### config.mk
export PLATFORM = sky130hd
export DESIGN_NAME = pipelined_ripple_adder_flat
export DESIGN_NICKNAME = d
export VERILOG_FILES = /design/src/rtl/adder_pkg.sv /design/src/rtl/pipelined_ripple_adder_if.sv /design/src/rtl/chunk_adder.sv /design/src/rtl/pipelined_ripple_adder.sv /design/src/flat_wrapper.sv
export SDC_FILE = /design/constraint.sdc
export NUM_CORES = 1
export LEC_CHECK = 0
export ABC_AREA = 0
export BUFFER_PORTS_ARGS = -buffer_cell sky130_fd_sc_hd__buf_4
export CORE_ASPECT_RATIO = 0.6
export CORE_MARGIN = 3
export CORE_UTILIZATION = 56
export DETAILED_ROUTE_END_ITERATION = 12
export GPL_TIMING_DRIVEN = 0
export HOLD_SLACK_MARGIN = 0.02
export PLACE_DENSITY = 0.84
export SLEW_MARGIN = 0
export SYNTH_ARGS = -nofsm -noshare
export SYNTH_HDL_FRONTEND = slang
export SYNTH_SLANG_ARGS = --single-unit
### constraint.sdc
create_clock -name clk -period 2.94 [get_ports clk]
set_clock_uncertainty 0.1 [all_clocks]
set_input_delay 0.588 -clock clk [delete_from_list [all_inputs] [get_ports clk]]
set_output_delay 0.588 -clock clk [all_outputs]
set_load 0.01 [all_outputs]
### src/rtl/adder_pkg.sv
// Shared constants, payload types and helpers for the pipelined ripple adder.
package adder_pkg;

  localparam int unsigned DEF_WIDTH  = 8;
  localparam int unsigned DEF_STAGES = 4;

  // Control part of a stage payload. Each stage holds a different number of
  // sum bits and pending operand bits, so those vectors sit beside this struct.
  typedef struct packed {
    logic valid;
    logic carry;
  } stage_ctl_t;

  // Bits added per stage; zero for a degenerate stage count.
  function automatic int unsigned chunk_width(input int unsigned width,
                                              input int unsigned stages);
    return (stages == 0) ? 0 : width / stages;
  endfunction

endpackage

### src/rtl/pipelined_ripple_adder_if.sv
// Operand/result handshake bundle for the pipelined ripple adder.
interface pipelined_ripple_adder_if #(
  parameter int unsigned WIDTH = adder_pkg::DEF_WIDTH
);

  logic             in_valid;
  logic             in_ready;
  logic [WIDTH-1:0] in_a;
  logic [WIDTH-1:0] in_b;
  logic             in_c;
  logic             in_sub;
  logic             out_valid;
  logic             out_ready;
  logic [WIDTH-1:0] out_sum;
  logic             out_carry;
  logic             out_ovf;

  // Producer/consumer side.
  modport master (
    output in_valid, in_a, in_b, in_c, in_sub, out_ready,
    input  in_ready, out_valid, out_sum, out_carry, out_ovf
  );

  // Adder side.
  modport slave (
    input  in_valid, in_a, in_b, in_c, in_sub, out_ready,
    output in_ready, out_valid, out_sum, out_carry, out_ovf
  );

endinterface

### src/rtl/chunk_adder.sv
// Combinational W-bit adder with carry in and carry out.
module chunk_adder #(
  parameter int unsigned W = 2
) (
  input  logic [W-1:0] a,
  input  logic [W-1:0] b,
  input  logic         cin,
  output logic [W-1:0] sum,
  output logic         cout
);

  // Widen by one bit so the carry falls out of the top.
  assign {cout, sum} = (W+1)'(a) + (W+1)'(b) + (W+1)'(cin);

endmodule

### src/rtl/pipelined_ripple_adder.sv
// WIDTH-bit add/sub split into STAGES registered chunk adders with a
// global stall: the whole pipe advances together or holds together.
module pipelined_ripple_adder
  import adder_pkg::*;
#(
  parameter int unsigned WIDTH  = DEF_WIDTH,
  parameter int unsigned STAGES = DEF_STAGES
) (
  input  logic                    clk,
  input  logic                    rst,
  pipelined_ripple_adder_if.slave bus
);

  localparam int unsigned CHUNK = chunk_width(WIDTH, STAGES);
  localparam int          LAST  = int'(STAGES) - 1;

  // Reject configurations that cannot be split into equal chunks.
  if (STAGES < 1) begin : g_bad_stages
    $fatal(1, "pipelined_ripple_adder: STAGES must be at least 1");
  end else if ((WIDTH % STAGES) != 0) begin : g_bad_width
    $fatal(1, "pipelined_ripple_adder: WIDTH must be a multiple of STAGES");
  end

  logic             adv;
  logic [WIDTH-1:0] b_eff;
  logic             cin0;

  // Advance whenever the output slot is free or being drained.
  assign adv          = bus.out_ready | ~bus.out_valid;
  assign bus.in_ready = adv;

  // Subtraction is A + ~B + 1; addition uses the caller's carry.
  assign b_eff = bus.in_sub ? ~bus.in_b : bus.in_b;
  assign cin0  = bus.in_sub | bus.in_c;

  for (genvar k = 0; k < int'(STAGES); k++) begin : g_stage
    // Operand bits still pending at this stage's input, and sum bits after it.
    localparam int unsigned IW = WIDTH - CHUNK * unsigned'(k);
    localparam int unsigned LO = CHUNK * unsigned'(k + 1);

    logic [IW-1:0]    a_in;
    logic [IW-1:0]    b_in;
    stage_ctl_t       ctl_in;
    stage_ctl_t       ctl_q;
    logic [CHUNK-1:0] csum;
    logic             cout;
    logic [LO-1:0]    sum_d;
    logic [LO-1:0]    sum_q;

    // Stage source: the entry port for stage 0, the previous register otherwise.
    if (k == 0) begin : g_src
      assign a_in   = bus.in_a;
      assign b_in   = b_eff;
      assign ctl_in = '{valid: bus.in_valid, carry: cin0};
      assign sum_d  = csum;
    end else begin : g_src
      assign a_in   = g_stage[k-1].g_fwd.a_q;
      assign b_in   = g_stage[k-1].g_fwd.b_q;
      assign ctl_in = g_stage[k-1].ctl_q;
      assign sum_d  = {csum, g_stage[k-1].sum_q};
    end

    chunk_adder #(
      .W (CHUNK)
    ) u_chunk (
      .a    (a_in[CHUNK-1:0]),
      .b    (b_in[CHUNK-1:0]),
      .cin  (ctl_in.carry),
      .sum  (csum),
      .cout (cout)
    );

    // Stage register; bubbles carry zero data so idle outputs read as zero.
    always_ff @(posedge clk) begin
      if (rst) begin
        ctl_q <= '0;
        sum_q <= '0;
      end else if (adv) begin
        ctl_q.valid <= ctl_in.valid;
        ctl_q.carry <= ctl_in.valid & cout;
        sum_q       <= ctl_in.valid ? sum_d : '0;
      end
    end

    if (k < LAST) begin : g_fwd
      logic [IW-CHUNK-1:0] a_q;
      logic [IW-CHUNK-1:0] b_q;

      // Skew register for the operand chunks later stages still need.
      always_ff @(posedge clk) begin
        if (rst) begin
          a_q <= '0;
          b_q <= '0;
        end else if (adv) begin
          a_q <= ctl_in.valid ? a_in[IW-1:CHUNK] : '0;
          b_q <= ctl_in.valid ? b_in[IW-1:CHUNK] : '0;
        end
      end
    end else begin : g_last
      logic ovf_q;

      // Signed overflow: same-sign operands giving a different-sign result.
      always_ff @(posedge clk) begin
        if (rst) begin
          ovf_q <= 1'b0;
        end else if (adv) begin
          ovf_q <= ctl_in.valid
                 & (a_in[IW-1] == b_in[IW-1])
                 & (csum[CHUNK-1] != a_in[IW-1]);
        end
      end
    end
  end

  assign bus.out_valid = g_stage[LAST].ctl_q.valid;
  assign bus.out_carry = g_stage[LAST].ctl_q.carry;
  assign bus.out_sum   = g_stage[LAST].sum_q;
  assign bus.out_ovf   = g_stage[LAST].g_last.ovf_q;

endmodule

### src/flat_wrapper.sv
// flat-port wrapper written by rule: the top's interface ports become plain ports
module pipelined_ripple_adder_flat import adder_pkg::*;
#(
  parameter int unsigned WIDTH  = DEF_WIDTH,
  parameter int unsigned STAGES = DEF_STAGES
)
  (clk, rst, bus_in_valid, bus_in_a, bus_in_b, bus_in_c, bus_in_sub, bus_out_ready, bus_in_ready, bus_out_valid, bus_out_sum, bus_out_carry, bus_out_ovf);
  pipelined_ripple_adder_if #(.WIDTH(WIDTH)) bus_i ();
  input  logic clk;
  input  logic rst;
  input wire logic [$bits(bus_i.in_valid)-1:0] bus_in_valid;
  input wire logic [$bits(bus_i.in_a)-1:0] bus_in_a;
  input wire logic [$bits(bus_i.in_b)-1:0] bus_in_b;
  input wire logic [$bits(bus_i.in_c)-1:0] bus_in_c;
  input wire logic [$bits(bus_i.in_sub)-1:0] bus_in_sub;
  input wire logic [$bits(bus_i.out_ready)-1:0] bus_out_ready;
  output wire logic [$bits(bus_i.in_ready)-1:0] bus_in_ready;
  output wire logic [$bits(bus_i.out_valid)-1:0] bus_out_valid;
  output wire logic [$bits(bus_i.out_sum)-1:0] bus_out_sum;
  output wire logic [$bits(bus_i.out_carry)-1:0] bus_out_carry;
  output wire logic [$bits(bus_i.out_ovf)-1:0] bus_out_ovf;
  assign bus_i.in_valid = bus_in_valid;
  assign bus_i.in_a = bus_in_a;
  assign bus_i.in_b = bus_in_b;
  assign bus_i.in_c = bus_in_c;
  assign bus_i.in_sub = bus_in_sub;
  assign bus_i.out_ready = bus_out_ready;
  assign bus_in_ready = bus_i.in_ready;
  assign bus_out_valid = bus_i.out_valid;
  assign bus_out_sum = bus_i.out_sum;
  assign bus_out_carry = bus_i.out_carry;
  assign bus_out_ovf = bus_i.out_ovf;
  pipelined_ripple_adder #(.WIDTH(WIDTH), .STAGES(STAGES)) u_core (.clk(clk), .rst(rst), .bus(bus_i));
endmodule
==> summary.md <==
| Metric | Value |
|---|---|
| Status | `finished clean` |
| Register area share after synthesis | `0.4682` |
| Power, Total | `1.354 mW` |
| Final Cycle Share | `0.7116` |
| Residual DRC count | `0` |
| Max IR drop VDD | `0.2058 mV` |
| Setup TNS | `0 ps` |
| Crit path launch type | `input port` |
| Die width | `88.12 µm` |
| Fmax | `478.0 MHz` |
| ANT nets after route | `0` |
| Fraction of registers with async set/reset | `0` |
| Synthesized netlist net count | `295` |
| Post-DP Area | `0.002550 mm²` |
| YS warnings | `0` |
| Gr usage total | `0.2142` |
| Clock sinks | `53` |
| CTS H-Tree Depth | `2` |
| # Post-CTS Setup Buffers | `0` |
| Clk pwr share | `0.375` |
| Final Hold Vio Count | `0` |
| Drt total wl | `4762 µm` |
| Yosys reg bits | `53` |
| I/O Pins | `34` |
| Cells after Synth | `264` |
| Area leader, netlist | `dfxtp_1` |
| CP arrival | `2220 ps` |
| Netlist Area Pre-Place | `0.002266 mm²` |
| Post-DR wirelength/cell | `13.64 µm` |
| Hold Path Class | `reg -> reg` |
| Clk Latency, worst-skew pair | `310 ps` |
| RSZ-0062 raised after global routing | `no` |
| Post-synth top area share | `0.4682` |
| CTS tree | `yes` |
| Slew HR | `0.6543` |
| CP endpoint kind | `flip-flop` |
| Antenna violations before repair | `0` |
| Drt first pass iters | `4` |
| Pwr/cell area | `507.8 mW/mm²` |
| Core ar. | `0.003786 mm²` |
| Setup CP Type | `in -> reg` |
| Final Max Slew Viols | `0` |
| Max-cap viol count | `0` |
| Primary FF master, synth | `dfxtp_1` |
| Distinct cell type count after synthesis | `19` |
| CTS Buf Count | `5` |
| GRT overflow | `0` |
| Vias | `1878` |
| Post-synth EDFFs | `0` |
| Die ar. | `0.004870 mm²` |
| Sw power | `0.2959 mW` |
| Post-CTS Hold Buffers | `0` |
| Top post-synthesis cells by area | `dfxtp_1, a21oi_1, nand3_1, nand2_1, fa_1` |
| Synth cell count leaders | `nand2_1, dfxtp_1, a21oi_1` |
| Most frequent cell after synthesis | `nand2_1` |
| Finish-stage setup viols | `0` |
| Clock Path Buffers | `2` |
| First-pass GRT wire length | `8169 µm` |
| Syn Area/Cell | `8.583 µm²` |
| Clock Tree Root | `clkbuf_8` |
| Die H | `55.27 µm` |
| Pin count of the biggest net entering global routing | `16` |
| Post-route cell area | `0.002666 mm²` |
| Port Buffers | `30` |
| Seq pwr share | `0.549` |
| RD Place Congestion | `0.8316` |
| Reg clk slew, reported paths | `90 ps` |
| Comb power frac | `0.076` |
| Net Sw Frac | `0.2185` |
| CP max FO | `9` |
| Nets | `332` |
| Drt via density | `5.381` |
| DR iter-0 viols | `116` |
| Leakage | `0.9870 nW` |
| FP Rows | `17` |
| Hpwl dp | `3553 µm` |
| Worst Tran Pin Value | `518.5 ps` |
| Synthesis-to-finish area growth | `17.67%` |
| Tmin final | `2092 ps` |
| Internal power of the cells | `1.058 mW` |
| Antenna cells | `0` |
| Resized cells post-CTS | `0` |
| Vias in the first global route | `1748` |
| Crit path required time | `3070 ps` |
| Initial Util | `0.5985` |
| Layout cell share with drive strength beyond 1 | `0.1854` |
| Final core utilization | `0.7042` |
cells by family after synthesis:
family / count (synthesis) / synth area share
AOI/OAI and AO/OA: 52 / 0.1149
xor gates and xnor gates: 9 / 0.03479
adders and majority gates: 9 / 0.07620
buffers and inverters: 33 / 0.08614
DFF: 53 / 0.4683
and+or+nand+nor: 108 / 0.2198
layout by cell type (no fill, tap or decap), drive strengths merged:
master and n:
xnor2 1, nand3b 6, fa 8, clkbuf 14
a21oi 52, nand4b 1, clkinv 1, or2 1
nand2 55, xor2 8, ha 1, nor2 2
buf 46, nor2b 1, dfxtp 53, nand3 42
bufinv 1, inv 9
layout make-up:
cell class              instances  area [µm²]
fillers                       308        1120
flip-flops and latches         53        1061
multi-input cells             178        1010
repair buffers                 30       225.2
plain buffers                  23       152.6
clock buffers                   7       86.33
well taps                      47       58.81
inverters                      10       42.54
clock inverters                 1       30.03
final timing paths:
check	startpoint	end	slack, ps	cells after the start
worst max-delay path	bus_in_sub	u_core.g_stage[0].sum_q[1]$_SDFFE_PP0P_	850	6
worst min-delay path	u_core.bus.out_sum[5]$_SDFFE_PP0P_	u_core.bus.out_sum[5]$_SDFFE_PP0P_	360	2
worst max register to register	u_core.g_stage[2].ctl_q[0]$_SDFFE_PP0P_	u_core.bus.out_ovf$_SDFFE_PP0P_	1080	6
worst min register to register	u_core.bus.out_sum[5]$_SDFFE_PP0P_	u_core.bus.out_sum[5]$_SDFFE_PP0P_	360	2
power by group through the flow:
| stage | logic, mW | registers (mW) | clock network (mW) |
|---|---|---|---|
| 2_1_floorplan | 0.0639 | 0.758 | 0 |
| 3_3_place_gp | 0.101 | 0.760 | 0 |
| 3_5_place_dp | 0.103 | 0.760 | 0 |
| 4_1_cts | 0.104 | 0.744 | 0.518 |
| 5_1_grt | 0.115 | 0.746 | 0.554 |
| 6_report | 0.103 | 0.744 | 0.508 |
through the flow:
stage	setup WS, ps	instances	hold WS (ps)
3_5_place_dp	541.5	341	344.7
5_1_grt	797.2	349	374.1
3_3_place_gp	582.6	341	337.6
2_1_floorplan	660.8	264	331.9
6_report	848.0	349	355.3
4_1_cts	861.3	349	357.7
critical path: stages:
cell	delay [ps]
buf_2	170
or2_2	320
fa_1	390
fa_1	500
nand3_1	90
a21oi_1	160
registers in the layout, indices dropped and copies added (netlist names):
signal / flops
u_core.g_stage.g_fwd.a_q: 12
u_core.bus.out_ovf: 1
u_core.bus.out_carry: 1
u_core.g_stage.g_fwd.b_q: 12
u_core.g_stage.ctl_q: 6
u_core.bus.out_sum: 8
u_core.g_stage.sum_q: 12
u_core.bus.out_valid: 1
metal layers:
layer	part of all wire	GRT usage
met1	0.50	0.3230
met2	0.42	0.2918
met3	0.073	0.05663
met4	0.014	0.07759
met5	0	0
No activity file was read; power rests on OpenSTA's default activity.
